`config.mk`:
```
export PLATFORM = sky130hd
export DESIGN_NAME = noc_credit_rx_port
export DESIGN_NICKNAME = d
export VERILOG_FILES = /design/src/rtl/noc_credit_rx_port.sv
export SDC_FILE = /design/constraint.sdc
export NUM_CORES = 1
export LEC_CHECK = 0
export CAP_MARGIN = 20
export CORE_MARGIN = 2
export CORE_UTILIZATION = 35
export CTS_BUF_LIST = sky130_fd_sc_hd__clkbuf_4
export DETAILED_ROUTE_END_ITERATION = 8
export GPL_TIMING_DRIVEN = 0
export HOLD_SLACK_MARGIN = 0.03
export SYNTH_ARGS = -nofsm -noshare
export SYNTH_HDL_FRONTEND = slang
export SYNTH_SLANG_ARGS = --single-unit
export TNS_END_PERCENT = 1
```
`constraint.sdc`:
```
create_clock -name clock -period 4.9 [get_ports clock]
set_input_delay 0.98 -clock clock [delete_from_list [all_inputs] [get_ports clock]]
set_output_delay 0.98 -clock clock [all_outputs]
set_load 0.01 [all_outputs]
```
`src/rtl/noc_credit_rx_port.sv`:
```
// Receive end of a valid/yummy credit NoC channel: flit FIFO, credit return,
// and header-length packet framing presented over ready/valid.
module noc_credit_rx_port #(
    parameter int unsigned DATA_WIDTH = 64,
    parameter int unsigned DEPTH      = 4,
    parameter int unsigned LEN_LSB    = 22
) (
    input  logic                    clock,
    input  logic                    reset,
    input  logic                    noc_valid,
    input  logic [DATA_WIDTH-1:0]   noc_data,
    output logic                    noc_yummy,
    output logic                    out_valid,
    input  logic                    out_ready,
    output logic [DATA_WIDTH-1:0]   out_data,
    output logic                    out_sop,
    output logic                    out_eop,
    output logic [7:0]              out_len,
    output logic [$clog2(DEPTH):0]  fifo_count,
    output logic                    overflow
);

    localparam int unsigned AW = $clog2(DEPTH);
    localparam int unsigned CW = AW + 1;

    typedef enum logic {
        HDR,
        BODY
    } trk_state_t;

    logic [DATA_WIDTH-1:0] mem [DEPTH];
    logic [AW-1:0]         wr_ptr;
    logic [AW-1:0]         rd_ptr;
    logic [CW-1:0]         count;
    logic [CW-1:0]         count_next;
    logic                  valid_r;
    logic                  full;
    logic                  pop;
    logic                  push;
    logic                  drop;
    logic [DATA_WIDTH-1:0] head;
    logic [7:0]            head_len;
    trk_state_t            state;
    logic [7:0]            len_r;
    logic [7:0]            remaining;

    // A push into a full FIFO is only legal when a pop frees the slot this cycle.
    always_comb begin
        full       = (count == CW'(DEPTH));
        pop        = valid_r && out_ready;
        push       = noc_valid && (!full || pop);
        drop       = noc_valid && full && !pop;
        count_next = count + CW'(push) - CW'(pop);
    end

    always_ff @(posedge clock or posedge reset) begin
        if (reset) begin
            wr_ptr    <= '0;
            rd_ptr    <= '0;
            count     <= '0;
            valid_r   <= 1'b0;
            noc_yummy <= 1'b0;
            overflow  <= 1'b0;
        end else begin
            if (push) wr_ptr <= wr_ptr + AW'(1);
            if (pop)  rd_ptr <= rd_ptr + AW'(1);
            count     <= count_next;
            valid_r   <= (count_next != '0);
            noc_yummy <= pop;
            if (drop) overflow <= 1'b1;
        end
    end

    always_ff @(posedge clock) begin
        if (push) mem[wr_ptr] <= noc_data;
    end

    assign head       = mem[rd_ptr];
    assign head_len   = head[LEN_LSB +: 8];
    assign out_data   = head;
    assign out_valid  = valid_r;
    assign fifo_count = count;
    assign out_sop    = (state == HDR);

    // Framing annotation; masked while empty so stale storage never shows.
    always_comb begin
        out_eop = 1'b0;
        out_len = len_r;
        if (state == HDR) begin
            out_len = valid_r ? head_len : 8'd0;
            out_eop = valid_r && (head_len == 8'd0);
        end else begin
            out_eop = valid_r && (remaining == 8'd1);
        end
    end

    always_ff @(posedge clock or posedge reset) begin
        if (reset) begin
            state     <= HDR;
            len_r     <= 8'd0;
            remaining <= 8'd0;
        end else if (pop) begin
            case (state)
                HDR: begin
                    if (head_len != 8'd0) begin
                        len_r     <= head_len;
                        remaining <= head_len;
                        state     <= BODY;
                    end
                end
                BODY: begin
                    remaining <= remaining - 8'd1;
                    if (remaining == 8'd1) state <= HDR;
                end
                default: state <= HDR;
            endcase
        end
    end

endmodule

```
Word-level counts from Yosys, hierarchy flattened:

Memories as Yosys holds them, arrays and structs flattened.
Index checks and enable logic that the tools add are counted.

* latch bits: 0
* register bits: 27
* memories kept: 1
* memory bits (writable): 256
* logic and storage cells: 43
* bits in read-only memories: 0
* input port bits: 68

Memory list
* mem: depth 4, bits a word 64, read ports 1, clocked after memory_dff 0, write ports 1, line 31 `logic [DATA_WIDTH-1:0] mem [DEPTH];`

* $lt $le $gt $ge: 0
* bitwise operators: 1
* eq/ne operators: 3
* multiply operators: 0
* mux-type cells: 10
* reduce and logical (&&, ||, !) cells: 14
* $add $sub $neg: 5
* divide/modulo/power cells: 0
* shift-type cells: 0

Operators by type and width (number)
* 2-to-1 mux 8 bit: 3
* case mux 8 bit (2 select lines): 1
* equality test 8 x 1 -> 1 bit, second input constant: 1
* logical NOT 8 bit: 1
* nonzero test 8 bit: 1
* subtractor 8 x 1 -> 8 bit, second input constant: 1
* logical AND 1 bit: 6
* 2-to-1 mux 1 bit: 5
* adder 2 x 1 -> 2 bit, second input constant: 2
* adder 3 x 1 -> 3 bit: 1
* equality test 3 bit, second input constant: 1
* AND reduction 3 bit: 1
* nonzero test 3 bit: 1
* subtractor 3 x 1 -> 3 bit: 1
* logical NOT 1 bit: 2
* inequality test 2 x 1 -> 1 bit, second input constant: 1
* case mux 1 bit (2 select lines): 1
* AND reduction 2 bit: 1
* logical OR 1 bit: 1
* NOT 1 bit: 1

Logic depth before layout (Yosys ltp):

Gate-level depths: netlist of the first run.

* word-level depth: 7
* mapped depth: 11
* mapped depth without buffers: 11

Worst setup path after synthesis of the first run:

Ideal clock, no wire load.

* path type: input -> register
* start point: in out_ready
* end point: mem mem[0][0], enable pin
* setup slack: 1718 ps
* setup time: 429 ps
* stages: 3
* data arrival time: 2753 ps
* buffers on the path: 0
* path through: nand2_1 -> nand3_1 -> and3_1

* word-level cells in the longest chain between the ends: 5

RTL lines
* start: declaration: line 14 `input logic out_ready,`
* logical AND 1 bit: line 50 `pop = valid_r && out_ready;`
* logical OR 1 bit: line 51 `push = noc_valid && (!full || pop);`
* logical AND 1 bit: line 51
* 2-to-1 mux 1 bit: line 75 `if (push) mem[wr_ptr] <= noc_data;`
* 2-to-1 mux 1 bit (implied by the code): line 75
* end: declaration: line 31

No other way between the ends.

Final worst setup path of the first run:

* start point: reg rd_ptr[1]
* end point: out out_data[20]

* word-level cells in the longest chain between the ends: 1

RTL lines
* start: declaration: line 33 `logic [AW-1:0] rd_ptr;`
* start signal: assignment: line 66 `if (pop) rd_ptr <= rd_ptr + AW'(1);`
* memory read (4 x 64 bit)
* end: declaration: line 15 `output logic [DATA_WIDTH-1:0] out_data,`

No other way between the ends.

==> summary.txt, run 1 <==
Setup path
  • Top cell by count, worst path: clkbuf_1
  • R2R Path End: out_valid
  • R2R cell count: 10
  • Max FO, Critical Path: 10
  • Required @ worst endpoint: 3.92 ns
  • Max stage delay on crit path: 0.62 ns
  • Crit-path leading delay family: buffers and inverters
  • CP Capture Type: output pin
  • Arrival time worst endpoint: 3.59 ns
  • CP startpoint kind: flop
  • Critical setup path kind: flop to output pin
  • Worst r2r src: out_valid
  • Slack of the worst reg-to-reg path: roughly 1.8 ns
  • Buffers & Inverters on Critical Path: 4
  • CP max stage cell: clkbuf_1
  • CP Cell Sequence: clkbuf_1 -> clkbuf_1 -> buf_1 -> mux4_2 -> clkdlybuf4s50_1

Outcome
  • Status: finished clean

Timing
  • Worst Skew: 0.04999 ns
  • Worst-Margin Slew: 0.9020 ns
  • Min Tclk post-route: 4.572 ns
  • Fmax: between 200 and 250 MHz
  • Rel. slew slack: 39.87%
  • Hold Fails Final Rpt: 0
  • Max Slew Vio Count: 0
  • RSZ-0062 raised after global routing: false
  • Final setup violation count: 0
  • Final worst path period share: 93.30%

Floorplan
  • Site row count: 64
  • Starting Density: around a third
  • Die X: between 150 and 200 um
  • Io pins: 148
  • Die area: 32090 sq um
  • Core area: 30430 sq um
  • Die H: 179.1 um

Synth
  • YS warnings: 0
  • Yosys cell types: 49
  • Synthesized flop and latch total: 283
  • Share of the synthesized area in the top cell type: 71.62%
  • Synthesized cell area: around 11000 sq um
  • Mapped Nets: 567
  • Yosys top cell by area: edfxtp_1
  • Synth Flop Type: edfxtp_1
  • Top cells by area, synth: edfxtp_1, mux4_2, dfrtp_1, ha_1, o21ai_0
  • Mean area per synthesized cell: 21.91 sq um
  • EDFF count, synth: about 260
  • Seq/Total Area, Yosys: 77.91%
  • Post-synth ARST share: under 10%
  • Gate Count Post-Synth: 490

Clock network
  • Clock latency on the worst-skew pair: 0.65 ns
  • CTS tree: done
  • Hold-fix buffers, CTS: 0
  • CTS resizes: 0
  • Inserted Clock Buffers: 74
  • Clock Sinks: 283
  • Clk root buf: clkbuf_4
  • Post-CTS Setup Bufs: 0
  • Maximum buffer depth of the clock tree: 3
  • CTS H-Tree Depth: 3
  • Worst-path clk slew: 0.07 ns

GRT
  • Vias in the first global route: 6219
  • Initial antenna violation count: 1
  • Total GRT Usage: 13.83%
  • Pin count of the biggest net entering global routing: 34
  • First-pass GRT wire length: 33.31 mm
  • GRT overflow: 0

Drt
  • Vias per cell: 4.861
  • Post-route ant nets: 0
  • Residual DRC: 0
  • 1st-iter DRT viols: ~370
  • Vias: 5648
  • Final Routed Wirelength: 21.56 mm
  • Iteration count of the initial detailed-routing pass: 4
  • Routed len/inst: around 19 um

Finish
  • Share of cells above drive strength 1: 25.62%
  • Synth-to-Final Area Change: 27.67%
  • Design area: about 14000 sq um
  • Final-stage net count: 795
  • Post-route insts no fill: 1162

Power
  • Cell Pwr Density: 603.0 nW/um^2
  • Worst VDD drop: 0.2375 mV
  • Leak pwr: 0.004631 uW

Placed design
  • Placed instance count: 1037
  • Port bufs: 147
  • Post-DP HPWL: 13.78 mm
  • Placed cell areas: roughly 13000 sq um
  • GPL Wtd Cong: 0.8198

Flow run
  • Max Cap Viol: 0

Min path
  • Hold Crit Depth: 1
  • Hold WC Path Type: flop to flop
  • Worst hold start: overflow
  • Hold Crit Endpoint: overflow
-- registers in the layout, indices dropped and copies added (netlist names) --
signal and cells:
state 1, noc_yummy 1, len_r 8, rd_ptr 2, out_valid 1, mem 256, remaining 8, fifo_count 3
wr_ptr 2, overflow 1
-- layout make-up --
type	count	area, sq um
Tap cell	396	495.5
Multi-Input combinational cell	169	2230
Antenna cell	1	2.502
Clock buffer	104	780.7
Timing Repair Buffer	152	1579
Sequential cell	283	8363
Clock inverter	19	92.59
Fill cell	2694	16720
Buffer	20	93.84
Inverter	18	67.56
-- where the power goes --
part           switching (uW)  internal (uW)  leakage [uW]
Clock                     885            978      0.000523
Combinational            1480           1550       0.00145
Sequential                161           3210       0.00266
Total                    2520           5740       0.00463
-- worst max path at each step --
stage,startpoint,end,cells past startpoint
6_report,rd_ptr[1],out_data[20],5
5_1_grt,rd_ptr[1],out_data[19],5
4_1_cts,rd_ptr[1],out_data[19],5
3_5_place_dp,rd_ptr[1],out_data[19],5
3_3_place_gp,out_ready,mem[2][53],4
2_1_floorplan,out_ready,mem[0][0],3
-- cells in the mapped netlist, types with 2 or more instances --
library cell,number
a31oi_1,2
buf_2,3
o22ai_1,3
and3_1,5
mux4_1,2
and2_1,2
nor2_1,4
a21o_1,3
buf_1,4
inv_1,18
edfxtp_1,256
nor4_4,2
dfrtp_1,27
a22o_1,3
ha_1,8
mux2_2,2
a21oi_1,5
buf_6,2
mux4_2,62
nand2_1,16
nand3_1,3
or3_1,2
xnor2_1,4
clkbuf_1,11
o21ai_0,15
xor2_1,3
-- through the flow --
stage	hold WS [ns]	util (%)	setup TNS [ns]	total power, uW	worst slack, ns
after floorplan	0.4819	-	0	5067	1.718
after global placement	0.4526	41.74	-14.76	6421	-0.07052
after detailed placement	0.4901	42.07	0	6514	0.8639
after CTS	0.5214	44.94	0	8442	0.1079
after global routing	0.5433	45.04	0	8784	0.03983
final	0.5182	45.04	0	8263	0.3282
-- cells in the final DEF (no fill, tap or decap), types with 2 or more instances in the layout --
cell,instances
a21o_1,3
a21oi_1,5
a22o_1,3
a31oi_1,2
and2_1,2
and3_4,4
buf_1,4
buf_12,4
buf_2,3
buf_6,2
clkbuf_1,11
clkbuf_4,104
clkdlybuf4s50_1,147
clkinv_1,10
clkinv_2,3
clkinv_4,2
clkinvlp_4,2
dfrtp_1,27
edfxtp_1,256
ha_1,8
inv_1,18
inv_2,2
mux2_2,2
mux4_1,2
mux4_2,62
nand2_1,16
nand3_1,3
nor2_1,4
nor4_4,2
o21ai_0,15
o22ai_1,3
or3_1,2
xnor2_1,4
xor2_1,3
-- layer usage --
layer / global-route usage [%] / wire length, um
met1: 16.54 / 8783
met5: 0 / 0
met2: 23.19 / 10890
met4: 5.914 / 454
met3: 4.241 / 1436
-- cell families (layout without fill, tap and decap cells) --
logic type	count (synthesis)	count (layout)	share of synthesized area, %
compound gates	41	41	2.483
xor+xnor	7	7	0.5712
fa+ha+maj	9	9	1.119
buf+inv	38	313	1.504
flops	283	283	77.91
mux	68	68	13.94
other cells	0	1	0
simple gates	44	44	2.471
Note: power is estimated with default switching activity, not from simulation.
==> run 2: changes to the inputs <==
PLACE_DENSITY = 0.61   (was default)
==> run 2 against run 1 <==
Net effect:
- fmax is 3.4% higher
- setup slack better by 0.15 ns
- worst hold slack got worse by 0.025 ns
- design area hardly changed
- total power grew 0.53%
- critical path type unchanged
- largest cell class unchanged
- largest power group unchanged
- highest routed layer unchanged
==> summary.txt, run 2 (synthesized netlist as in run 1, its figures left out) <==
Setup path
  • CP Cell Sequence: clkbuf_1 -> mux4_1 -> nor4_4 -> and3_1 -> o21a_1 -> clkdlybuf4s50_1
  • CP startpoint kind: flop
  • CP Capture Type: output pin
  • Max FO, Critical Path: 10 (unchanged)
  • Arrival time worst endpoint: 3.44 ns (-0.15 ns)
  • CP max stage cell: mux4_1
  • Required @ worst endpoint: 3.92 ns (about the same)
  • Max stage delay on crit path: 0.55 ns (-0.07 ns)
  • Critical setup path kind: flop to output pin

Finish
  • Commonest non-fill, non-tap cell in the layout: edfxtp_1
  • Most frequent cells in the layout: edfxtp_1, clkdlybuf4s50_1, clkbuf_4
  • Post-layout util: 45.05% (about the same)
  • Post-route insts no fill: 1164 (+0.17%)
  • Share of cells above drive strength 1: 25.81% (+0.19 points)
  • Final-stage net count: 796 (+0.13%)
  • Synth-to-Final Area Change: 27.71% (about the same)
  • Max FFs per register: 256 (unchanged)
  • Largest Register: mem
  • Largest registers: mem (256), len_r (8), remaining (8)

Power
  • Combinational Power Share: 36.6% (about the same)
  • Clk pwr share: 22.8% (+0.3 points)
  • Psw: 2543 uW (+0.87%)
  • Worst VDD drop: 0.2963 mV (+25%)
  • Internal power: 5764 uW (+0.38%)
  • Leak pwr: 0.004646 uW (+0.32%)
  • Sw Ratio: 30.61% (+0.10 points)
  • Cell Pwr Density: 606.0 nW/um^2 (+0.50%)
  • Power share of the sequential group: 40.6% (-0.2 points)

Drt
  • Vias per cell: 4.902 (+0.85%)
  • Post-route ant nets: 0 (unchanged)
  • Routed len/inst: 19.02 um (+2.5%)
  • Iteration count of the initial detailed-routing pass: 8 (+4)
  • Residual DRC: 0 (unchanged)
  • 1st-iter DRT viols: 472 (+27%)
  • Vias: 5706 (+1.0%)
  • Final Routed Wirelength: 22.14 mm (+2.7%)

Clock network
  • Maximum buffer depth of the clock tree: 3 (unchanged)
  • CTS H-Tree Depth: 3 (unchanged)
  • Clk root buf: clkbuf_4
  • CTS resizes: 0 (unchanged)
  • Clock latency on the worst-skew pair: 0.64 ns (about the same)
  • Worst-path clk slew: 0.06 ns (about the same)
  • Clock Sinks: 283 (unchanged)
  • Inserted Clock Buffers: 75 (+1.4%)
  • CTS tree: done
  • Post-CTS Setup Bufs: 0 (unchanged)
  • Hold-fix buffers, CTS: 0 (unchanged)

Timing
  • Min Tclk post-route: 4.423 ns (-0.1492 ns)
  • Final worst path period share: 90.26% (-3.0 points)
  • RSZ-0062 raised after global routing: false
  • Setup TNS Final: 0 ns (unchanged)
  • Rel. slew slack: 41.87% (+2.0 points)
  • Final setup violation count: 0 (unchanged)
  • Worst-Margin Slew: 0.8720 ns (-0.03006 ns)
  • Worst Skew: 0.03116 ns (-0.01884 ns)
  • Hold slack: 0.4931 ns (-0.02515 ns)
  • Hold Fails Final Rpt: 0 (unchanged)
  • Max Slew Vio Count: 0 (unchanged)
  • Fmax: 226.1 MHz (+3.4%)

Flow run
  • Max Cap Viol: 0 (unchanged)

GRT
  • Global routing's busiest layer: met2
  • GRT overflow: 0 (unchanged)
  • Total GRT Usage: 14.28% (+0.45 points)
  • Met3 Track Usage GR: 5.047% (+0.81 points)
  • Pin count of the biggest net entering global routing: 35 (+2.9%)
  • Met2 Use GR: 24.01% (+0.82 points)
  • Vias in the first global route: 6262 (+0.69%)
  • Met1 usage: 16.91% (+0.36 points)
  • First-pass GRT wire length: 34.18 mm (+2.6%)
  • Initial antenna violation count: 1 (unchanged)

Floorplan
  • Io pins: 148 (unchanged)
  • Die area: 32090 sq um (unchanged)
  • Core area: 30430 sq um (unchanged)
  • Site row count: 64 (unchanged)
  • Starting Density: 35.28% (unchanged)
  • Die H: 179.1 um (unchanged)
  • Die X: 179.1 um (unchanged)

Outcome
  • Status: finished clean

Min path
  • Hold WC Path Type: flop to flop

Placed design
  • Port bufs: 147 (unchanged)
  • Post-DP HPWL: 13.83 mm (+0.42%)
  • GPL Wtd Cong: 0.8205 (about the same)
  • Placed instance count: 1037 (unchanged)
==> run 2: critical path: cells and delay by family (launching register included) <==
kind,cells,cell delay (ns)
DFF,1,0.35
AOI/OAI and AO/OA,1,0.17
muxes,1,0.55
buffers and inverters,2,0.98
and+or+nand+nor,2,0.75
==> run 2: layout make-up <==
class,count,area (sq um)
Antenna cell,1,2.502
Buffer,20,95.09
Clock buffer,107,803.3
Clock inverter,18,72.57
Fill cell,2660,16720
Inverter,18,67.56
Multi-Input combinational cell,169,2230
Sequential cell,283,8363
Tap cell,396,495.5
Timing Repair Buffer,152,1579
==> run 2: power by group through the flow <==
stage               logic, uW  clock network, uW  registers, uW
finish                   3040               1890           3380
global route             3300               2110           3420
CTS                      3120               1990           3380
detailed placement       3100                  0           3430
global placement         2990                  0           3440
floorplan                1660                  0           3400
==> run 2: worst paths after layout <==
kind | from | to | slack (ns) | cells past startpoint
setup / recovery | rd_ptr[1] | out_eop | 0.48 | 6
hold / removal | overflow | overflow | 0.49 | 1
setup reg to reg | out_valid | out_valid | 1.83 | 10
hold reg to reg | overflow | overflow | 0.49 | 1
max in group asynchronous | reset | remaining[6] | 3.87 | 3
min in group asynchronous | reset | fifo_count[0] | 0.60 | 2
==> run 2: layer usage <==
metal,wire length (um),up-vias
li1,-,2522
met1,8650,2903
met2,11380,236
met3,1699,45
met4,406,0
met5,0,-
==> run 2: through the flow <==
stage | area (sq um) | power [uW] | worst slack [ns]
2_1_floorplan | 10730 | 5067 | 1.718
3_5_place_dp | 12800 | 6524 | 0.8325
5_1_grt | 13710 | 8831 | 0.2104
3_3_place_gp | 12700 | 6430 | -0.1428
6_report | 13710 | 8307 | 0.4774
4_1_cts | 13680 | 8484 | 0.08760
